--- src/rtl/matrix_op_sequencer_if.sv ---
`default_nettype none
// ============================================================================
// Module      : matrix_op_sequencer_if
// Description : Bundles the command, datapath and write-back signals of the
//               matrix add/subtract sequencer.
//               master : command issuer plus the combinational datapath
//                        (drives start/opcode/operands, dp_result/dp_overflow)
//               slave  : the sequencer (drives dp_* operands, write port,
//                        busy/done/error/overflow_flag status)
// Revision    : 1.0 - initial release
// ============================================================================
interface matrix_op_sequencer_if #(
  parameter int ELEM_W    = 8,
  parameter int MAX_ELEMS = 25,
  parameter int ADDR_W    = 8
);
  localparam int MAT_W = ELEM_W * MAX_ELEMS;

  // Command side
  logic              start;
  logic [1:0]        opcode;
  logic [1:0]        matrix_size;
  logic [MAT_W-1:0]  matrix_A;
  logic [MAT_W-1:0]  matrix_B;
  logic [ADDR_W-1:0] dst_base;
  // Datapath side
  logic [MAT_W-1:0]  dp_matrix_A;
  logic [MAT_W-1:0]  dp_matrix_B;
  logic [1:0]        dp_size;
  logic [1:0]        dp_op_sel;
  logic [MAT_W-1:0]  dp_result;
  logic              dp_overflow;
  // Write-back port and status
  logic              wr_en;
  logic [ADDR_W-1:0] wr_addr;
  logic [ELEM_W-1:0] wr_data;
  logic              busy;
  logic              done;
  logic              overflow_flag;
  logic              error;

  modport master (
    output start, opcode, matrix_size, matrix_A, matrix_B, dst_base,
           dp_result, dp_overflow,
    input  dp_matrix_A, dp_matrix_B, dp_size, dp_op_sel,
           wr_en, wr_addr, wr_data, busy, done, overflow_flag, error
  );

  modport slave (
    input  start, opcode, matrix_size, matrix_A, matrix_B, dst_base,
           dp_result, dp_overflow,
    output dp_matrix_A, dp_matrix_B, dp_size, dp_op_sel,
           wr_en, wr_addr, wr_data, busy, done, overflow_flag, error
  );
endinterface
`default_nettype wire

--- src/rtl/matrix_op_sequencer.sv ---
`default_nettype none
// ============================================================================
// Module      : matrix_op_sequencer
// Description : Accepts one matrix ADD/SUB command, latches its operands,
//               lets the external combinational datapath settle for one
//               cycle, captures result and overflow, then writes the N active
//               elements to dst_base+idx, one per cycle, and pulses done.
//               Illegal opcodes pulse done+error without any write.
// Ports       : clk   - system clock, rising edge
//               reset - asynchronous active-high reset
//               bus   - matrix_op_sequencer_if.slave (command, datapath,
//                       write port, status)
// Revision    : 1.0 - initial release
// ============================================================================
module matrix_op_sequencer #(
  parameter int ELEM_W    = 8,
  parameter int MAX_ELEMS = 25,
  parameter int ADDR_W    = 8
) (
  input wire                   clk,
  input wire                   reset,
  matrix_op_sequencer_if.slave bus
);
  localparam int MAT_W = ELEM_W * MAX_ELEMS;
  localparam int IDX_W = $clog2(MAX_ELEMS);

  typedef enum logic [2:0] {
    IDLE  = 3'd0,
    EXEC  = 3'd1,
    WRITE = 3'd2,
    DONE  = 3'd3,
    ERR   = 3'd4
  } state_t;

  state_t            state;
  logic [IDX_W-1:0]  idx;
  logic [IDX_W-1:0]  next_idx;
  logic [IDX_W-1:0]  last_idx;
  logic [MAT_W-1:0]  result;
  logic [ADDR_W-1:0] base_addr;

  // Index of the final active element for each square size (N-1).
  function automatic logic [IDX_W-1:0] last_index(input logic [1:0] size);
    case (size)
      2'b00:   return IDX_W'(3);
      2'b01:   return IDX_W'(8);
      2'b10:   return IDX_W'(15);
      default: return IDX_W'(24);
    endcase
  endfunction

  assign last_idx = last_index(bus.dp_size);
  assign next_idx = idx + 1'b1;

  // wr_addr/wr_data are registered one element ahead: the value presented in
  // a WRITE cycle was prepared at the previous edge, so no input reaches an
  // output combinationally.
  always_ff @(posedge clk or posedge reset) begin
    if (reset) begin
      state             <= IDLE;
      idx               <= '0;
      result            <= '0;
      base_addr         <= '0;
      bus.dp_matrix_A   <= '0;
      bus.dp_matrix_B   <= '0;
      bus.dp_size       <= '0;
      bus.dp_op_sel     <= '0;
      bus.wr_en         <= 1'b0;
      bus.wr_addr       <= '0;
      bus.wr_data       <= '0;
      bus.busy          <= 1'b0;
      bus.done          <= 1'b0;
      bus.overflow_flag <= 1'b0;
      bus.error         <= 1'b0;
    end else begin
      case (state)
        IDLE: begin
          if (bus.start) begin
            bus.busy          <= 1'b1;
            bus.overflow_flag <= 1'b0;
            if (bus.opcode[1]) begin
              bus.done  <= 1'b1;
              bus.error <= 1'b1;
              state     <= ERR;
            end else begin
              bus.dp_matrix_A <= bus.matrix_A;
              bus.dp_matrix_B <= bus.matrix_B;
              bus.dp_size     <= bus.matrix_size;
              base_addr       <= bus.dst_base;
              bus.dp_op_sel   <= bus.opcode[0] ? 2'b10 : 2'b01;
              state           <= EXEC;
            end
          end
        end
        EXEC: begin
          result            <= bus.dp_result;
          bus.overflow_flag <= bus.dp_overflow;
          bus.dp_op_sel     <= 2'b00;
          idx               <= '0;
          bus.wr_en         <= 1'b1;
          bus.wr_addr       <= base_addr;
          bus.wr_data       <= bus.dp_result[ELEM_W-1:0];
          state             <= WRITE;
        end
        WRITE: begin
          if (idx == last_idx) begin
            // Address/data stay at the last element while wr_en is low.
            bus.wr_en <= 1'b0;
            bus.done  <= 1'b1;
            state     <= DONE;
          end else begin
            idx         <= next_idx;
            bus.wr_addr <= bus.wr_addr + 1'b1;
            bus.wr_data <= result[ELEM_W*int'(next_idx) +: ELEM_W];
          end
        end
        DONE: begin
          bus.done <= 1'b0;
          bus.busy <= 1'b0;
          state    <= IDLE;
        end
        ERR: begin
          bus.done  <= 1'b0;
          bus.error <= 1'b0;
          bus.busy  <= 1'b0;
          state     <= IDLE;
        end
        default: state <= IDLE;
      endcase
    end
  end
endmodule
`default_nettype wire

--- src/flat_wrapper.sv ---
// flat-port wrapper written by rule: the top's interface ports become plain ports
module matrix_op_sequencer_flat 
#(
  parameter int ELEM_W    = 8,
  parameter int MAX_ELEMS = 25,
  parameter int ADDR_W    = 8
)
  (clk, reset, bus_start, bus_opcode, bus_matrix_size, bus_matrix_A, bus_matrix_B, bus_dst_base, bus_dp_result, bus_dp_overflow, bus_dp_matrix_A, bus_dp_matrix_B, bus_dp_size, bus_dp_op_sel, bus_wr_en, bus_wr_addr, bus_wr_data, bus_busy, bus_done, bus_overflow_flag, bus_error);
  matrix_op_sequencer_if #(.ELEM_W(ELEM_W), .MAX_ELEMS(MAX_ELEMS), .ADDR_W(ADDR_W)) bus_i ();
  input wire clk;
  input wire reset;
  input wire logic [$bits(bus_i.start)-1:0] bus_start;
  input wire logic [$bits(bus_i.opcode)-1:0] bus_opcode;
  input wire logic [$bits(bus_i.matrix_size)-1:0] bus_matrix_size;
  input wire logic [$bits(bus_i.matrix_A)-1:0] bus_matrix_A;
  input wire logic [$bits(bus_i.matrix_B)-1:0] bus_matrix_B;
  input wire logic [$bits(bus_i.dst_base)-1:0] bus_dst_base;
  input wire logic [$bits(bus_i.dp_result)-1:0] bus_dp_result;
  input wire logic [$bits(bus_i.dp_overflow)-1:0] bus_dp_overflow;
  output wire logic [$bits(bus_i.dp_matrix_A)-1:0] bus_dp_matrix_A;
  output wire logic [$bits(bus_i.dp_matrix_B)-1:0] bus_dp_matrix_B;
  output wire logic [$bits(bus_i.dp_size)-1:0] bus_dp_size;
  output wire logic [$bits(bus_i.dp_op_sel)-1:0] bus_dp_op_sel;
  output wire logic [$bits(bus_i.wr_en)-1:0] bus_wr_en;
  output wire logic [$bits(bus_i.wr_addr)-1:0] bus_wr_addr;
  output wire logic [$bits(bus_i.wr_data)-1:0] bus_wr_data;
  output wire logic [$bits(bus_i.busy)-1:0] bus_busy;
  output wire logic [$bits(bus_i.done)-1:0] bus_done;
  output wire logic [$bits(bus_i.overflow_flag)-1:0] bus_overflow_flag;
  output wire logic [$bits(bus_i.error)-1:0] bus_error;
  assign bus_i.start = bus_start;
  assign bus_i.opcode = bus_opcode;
  assign bus_i.matrix_size = bus_matrix_size;
  assign bus_i.matrix_A = bus_matrix_A;
  assign bus_i.matrix_B = bus_matrix_B;
  assign bus_i.dst_base = bus_dst_base;
  assign bus_i.dp_result = bus_dp_result;
  assign bus_i.dp_overflow = bus_dp_overflow;
  assign bus_dp_matrix_A = bus_i.dp_matrix_A;
  assign bus_dp_matrix_B = bus_i.dp_matrix_B;
  assign bus_dp_size = bus_i.dp_size;
  assign bus_dp_op_sel = bus_i.dp_op_sel;
  assign bus_wr_en = bus_i.wr_en;
  assign bus_wr_addr = bus_i.wr_addr;
  assign bus_wr_data = bus_i.wr_data;
  assign bus_busy = bus_i.busy;
  assign bus_done = bus_i.done;
  assign bus_overflow_flag = bus_i.overflow_flag;
  assign bus_error = bus_i.error;
  matrix_op_sequencer #(.ELEM_W(ELEM_W), .MAX_ELEMS(MAX_ELEMS), .ADDR_W(ADDR_W)) u_core (.clk(clk), .reset(reset), .bus(bus_i));
endmodule
--- config.mk ---
export PLATFORM = sky130hd
export DESIGN_NAME = matrix_op_sequencer_flat
export DESIGN_NICKNAME = d
export VERILOG_FILES = /design/src/rtl/matrix_op_sequencer_if.sv /design/src/rtl/matrix_op_sequencer.sv /design/src/flat_wrapper.sv
export SDC_FILE = /design/constraint.sdc
export NUM_CORES = 1
export LEC_CHECK = 0
export ABC_AREA = 1
export CORE_AREA = 2 2 404 406
export DETAILED_ROUTE_END_ITERATION = 8
export DIE_AREA = 0 0 406 408
export SYNTH_ARGS = -nofsm -noshare
export SYNTH_HDL_FRONTEND = slang
export SYNTH_SLANG_ARGS = --single-unit
--- constraint.sdc ---
create_clock -name clk -period 23.1 [get_ports clk]
set_input_delay 4.62 -clock clk [delete_from_list [all_inputs] [get_ports clk]]
set_output_delay 4.62 -clock clk [all_outputs]
set_load 0.05 [all_outputs]
== Word-level counts from Yosys, hierarchy flattened ==
Cells that the tools add are included.

* $add $sub $neg: 2
* Equal/unequal tests: 12
* Shift operators: 1
* Multiplexer cells: 26
* Bitwise logic cells: 1
* Reductions and logical operators: 17

{| class="wikitable"
|+ Operators with widths
! operator !! count
|-
| 200-bit by 9-bit indexed part select with 8-bit output || 1
|-
| 8-bit one-hot mux with 2 select lines || 2
|-
| 8-bit two-way mux || 2
|-
| 5-bit one-hot mux with 3 select lines || 1
|-
| 5-bit one-hot mux with 2 select lines || 1
|-
| 2-bit AND reduction || 5
|-
| 3-bit two-way mux || 3
|-
| 3-bit one-hot mux with 3 select lines || 1
|-
| 3-bit AND reduction || 3
|-
| 8-bit by 1-bit adder with 8-bit output, second input constant || 1
|-
| 2-bit inequality test, second input constant || 4
|-
| 1-bit one-hot mux with 2 select lines || 4
|-
| 2-bit nonzero test || 4
|-
| 3-bit by 2-bit == test with 1-bit output, second input constant || 2
|-
| 1-bit two-way mux || 6
|-
| 2-bit two-way mux || 3
|-
| 5-bit by 1-bit adder with 5-bit output, second input constant || 1
|-
| 5-bit == test || 1
|-
| 5-bit two-way mux || 1
|-
| 2-bit one-hot mux with 2 select lines || 1
|-
| 4-bit AND reduction || 1
|-
| 3-bit by 1-bit == test with 1-bit output, second input constant || 1
|-
| 3-bit == test, second input constant || 1
|-
| 3-bit zero test || 1
|-
| other kinds (8) || 8
|}

* Flip-flop bits (word level): 641
* Output and inout bits: 425
* Logic and storage cells: 74

== Depth between registers and ports, before layout ==
* Depth in word-level cells: 5
* Mapped depth: 13

== Worst setup path after synthesis ==
No wires, ideal clock.

* Path type: input port to flip-flop
* Start: input port bus_opcode[1]
* End: register u_core.base_addr[7]
* Library setup time: 125 ps
* Arrival: 5446 ps
* Slack: 17529 ps
* Stages on the path: 5
* Cells stage by stage: nor2_4 nand2_2 buf_6 buf_6 mux2_4

* Word-level cells in the longest chain between the ends: 2

{| class="wikitable"
|+ RTL lines
! what !! RTL line !! source
|-
| from (decl) || flat_wrapper.sv:13 || <nowiki>input wire logic [$bits(bus_i.opcode)-1:0] bus_opcode;</nowiki>
|-
| 1-bit NOT (no line) || - ||
|-
| 3-bit AND reduction (no line) || - ||
|-
| to (signal assigned) || matrix_op_sequencer.sv:89 || <nowiki>base_addr <= bus.dst_base;</nowiki>
|-
| to (decl) || matrix_op_sequencer.sv:40 || <nowiki>logic [ADDR_W-1:0] base_addr;</nowiki>
|}

Every way passes these cells.
A chain may end at the register's enable or synchronous reset.

== Worst setup path after layout ==
* Start: input port bus_opcode[1]
* End: register u_core.bus.dp_matrix_A[188]

* Word-level cells in the longest chain between the ends: 2

{| class="wikitable"
|+ RTL lines
! what !! RTL line !! source
|-
| 1-bit NOT (no line) || - ||
|-
| 3-bit AND reduction (no line) || - ||
|-
| to (signal assigned) || matrix_op_sequencer.sv:86 || <nowiki>bus.dp_matrix_A <= bus.matrix_A;</nowiki>
|-
| to (decl) || matrix_op_sequencer_if.sv:52 || <nowiki>output dp_matrix_A, dp_matrix_B, dp_size, dp_op_sel,</nowiki>
|}

Every way passes these cells.

==> impl_metrics.ini <==
[critical_path]
worstSetupStartpointType = input pin
cp.arrival_ns = 7.96
startpoint = bus_opcode[1]
worstSetupEndpointType = register
reg2reg_from = u_core.idx[0]$_DFFE_PP0P_
path_max_fanout = 58
cp.required_ns = 23.66
worstSetupPathType = in2reg

[placed_design]
gp_congestion = 0.8922
hpwl_um = 104700
placed_cells = 5482
io_buffers = 1040

[clocking]
post-cts-setup-buffers = 0
cts-root-buf = clkbuf_16
clock_sinks = 641
cts_buffer_depth = 3
numCtsBuffers = 81
clkSlewWorstSetupHoldPaths_ns = 0.06
cts_tree = done
clk_latency_ns = 0.69
htreeDepth = 3
cts_hold_buf = 0
ctsResizeCount = 0

[cells_and_area]
layout_commonest_cell = clkdlybuf4s50_1
area_delta_synth_final_pct = 54.34
register_area_um2 = 16040
nets = 4008
final_util = 0.2675
mostFrequentLayoutCells = clkdlybuf4s50_1, dfrtp_1, nand2_1
nFillCells = 16980
multi_input_area_um2 = 10300
drive_above_1_share = 0.1691
stdcell_count = 5643

[floorplanning]
die_h_um = 408
core_area_um2 = 161700
io_pins = 1041
rows = 148
die_w_um = 406
start_util = 0.1733
die-area_um2 = 165600

[synthesis]
synth_seq_cells = 641
synthesis.area_um2 = 28020
syn_area_per_cell_um2 = 11.78
yosys.area_share.simple = 0.1086
synth_edf_count = 0
ys_seq_area_frac = 0.5725
synth_fa_ha_area_frac = 0.0008931
synth_compound_area_frac = 0.04283
synth_flop_cell = dfrtp_1
synthArstFlopShare = 1.000
synthDistinctLibCells = 33
synthXorXnorAreaFrac = 0.003573
synth_warnings = 0
synthTopCellsByArea = dfrtp_1, mux2_4, nand2_1
synth_top_family_by_area = multiplexers
synthMuxAreaShare = 0.2101
synth_top_area_cell = dfrtp_1
synth_nets = 2997
syn_inst = 2379
synth_top_cell_area_share = 0.5725

[sta]
finalCriticalPeriod_ns = 7.396
maxSlewHeadroom = 0.2704
rsz0062_at_grt = false
hold_viol = 0
finalSetupViolCount = 0
fin_crit_sh = 0.3202
tns_ns = 0
fmax_mhz = 135.2
worst_pin_slew_ns = 1.094
skew_ns = 0.02574
slew_violations = 0

[pwr]
power_leakage_nw = 19.47
p_switching_mw = 3.419
pwr-share-seq = 0.276
sw_frac_of_total = 0.4677
p_comb_frac = 0.546
clkPwrFrac = 0.178
internal_power_mw = 3.891
powerDensity_nw_per_um2 = 169.1
peakVddDrop_uv = 89.28

[routing]
drt.antenna.violating_nets = 0
via_count = 21760
drtPass1Iterations = 5
routedWlPerCell_um = 23.79
drc = 0
viasPerCell = 3.856
drtIter0Drc = 1460
drt_wl_total_um = 134300

[global_route]
grt_pass1_vias = 22200
grt_pass1_wl_um = 181900
gr-usage-all-layers = 0.1577
antenna_found_initial = 123
gr-total-overflow = 0
grt_start_max_net_pins = 143

[worst_hold_path]
worstHoldStart = u_core.result[15]$_DFFE_PP0P_
hold_class = reg2reg

[flow_run]
maxCapViolations = 0

[status]
outcome = finished, final reports clean
worst max-delay path: stages:
cell and delay [ns]:
clkdlybuf4s50_1 0.54, nor2_4 0.08, nand2_8 0.47, buf_4 0.76
buf_4 0.88, mux2_2 0.42
layer usage:
layer / vias up / wire length (µm) / track usage
li1: 9790 / - / -
met1: 10600 / 55900 / 0.1968
met2: 979 / 57320 / 0.2351
met3: 303 / 16420 / 0.07822
met4: 88 / 4083 / 0.05128
met5: - / 538 / 0
power by group through the flow:
stage	logic, mW	clock network [mW]	registers, mW
after floorplan	1.27	0	3.28
after global placement	4.00	0	2.02
after detailed placement	4.03	0	2.01
after CTS	4.05	1.35	2.01
after global routing	4.22	1.39	2.08
final	3.99	1.30	2.01
state kept, by name, indices dropped and copies added (netlist names):
name and flops:
u_core.result 200, u_core.base_addr 8, u_core.bus.dp_op_sel 2, u_core.bus.error 1, u_core.bus.dp_matrix_A 200, u_core.bus.wr_en 1
u_core.bus.wr_addr 8, u_core.bus.done 1, u_core.bus.overflow_flag 1, u_core.bus.busy 1, u_core.state 3, u_core.bus.dp_size 2
u_core.bus.dp_matrix_B 200, u_core.bus.wr_data 8, u_core.idx 5
final cells by class:
class,instances,share of cell area
Clock inverter,34,0.009288
Inverter,222,0.01947
Timing Repair Buffer,1062,0.2454
Antenna cell,14,0.0008102
Clock buffer,113,0.05289
Tap cell,2175,0.06293
Multi-Input combinational cell,1382,0.2382
Sequential cell,641,0.3710
worst paths after layout:
kind	to	cells past startpoint	slack, ns
min reg2reg	u_core.result[15]$_DFFE_PP0P_	2	0.47
max in group asynchronous	u_core.bus.dp_matrix_B[167]$_DFFE_PP0P_	4	16.24
min in group asynchronous	u_core.bus.dp_matrix_A[46]$_DFFE_PP0P_	2	4.49
max reg2reg	u_core.bus.wr_data[7]$_DFFE_PP0P_	12	19.22
max	u_core.bus.dp_matrix_A[188]$_DFFE_PP0P_	6	15.70
min	u_core.result[15]$_DFFE_PP0P_	2	0.47
synth_stat cells (2+ instances only):
library cell    n
xor2_2          3
nor2_1         15
nor2_4          3
dfrtp_1       641
mux2_1          2
nand2_1       511
o22ai_1         2
a21oi_1        22
nor2_2          2
inv_2           5
inv_1         217
clkbuf_1       34
mux2_4        350
xor2_1          4
o211ai_1        5
buf_6          41
or2_0           2
o21ai_0       204
mux2_2         54
nand3_1       184
ha_1            2
buf_4           3
buf_2          55
nand2_2         4
or2_2           6
per-stage QoR:
step                setup slack (ns)  hold WS [ns]  instance area, µm²  power, mW
floorplan                     0.5226        0.4338               28020      4.543
global placement               14.99        0.4527               40520      6.019
detailed placement             14.97        0.4611               40520      6.042
CTS                            15.74        0.4755               43210      7.408
global route                   15.59        0.5058               43220      7.683
finish                         15.70        0.4715               43240      7.311
kinds of logic after synthesis:
kind of cell             count (synthesis)
AND/OR/NAND/NOR                        730
flip-flops                             641
multiplexers                           406
buffers and inverters                  356
AO/OA/AOI/OAI                          236
XOR/XNOR                                 8
adder cells (fa/ha/maj)                  2
Note: power is estimated with default switching activity, not from simulation.
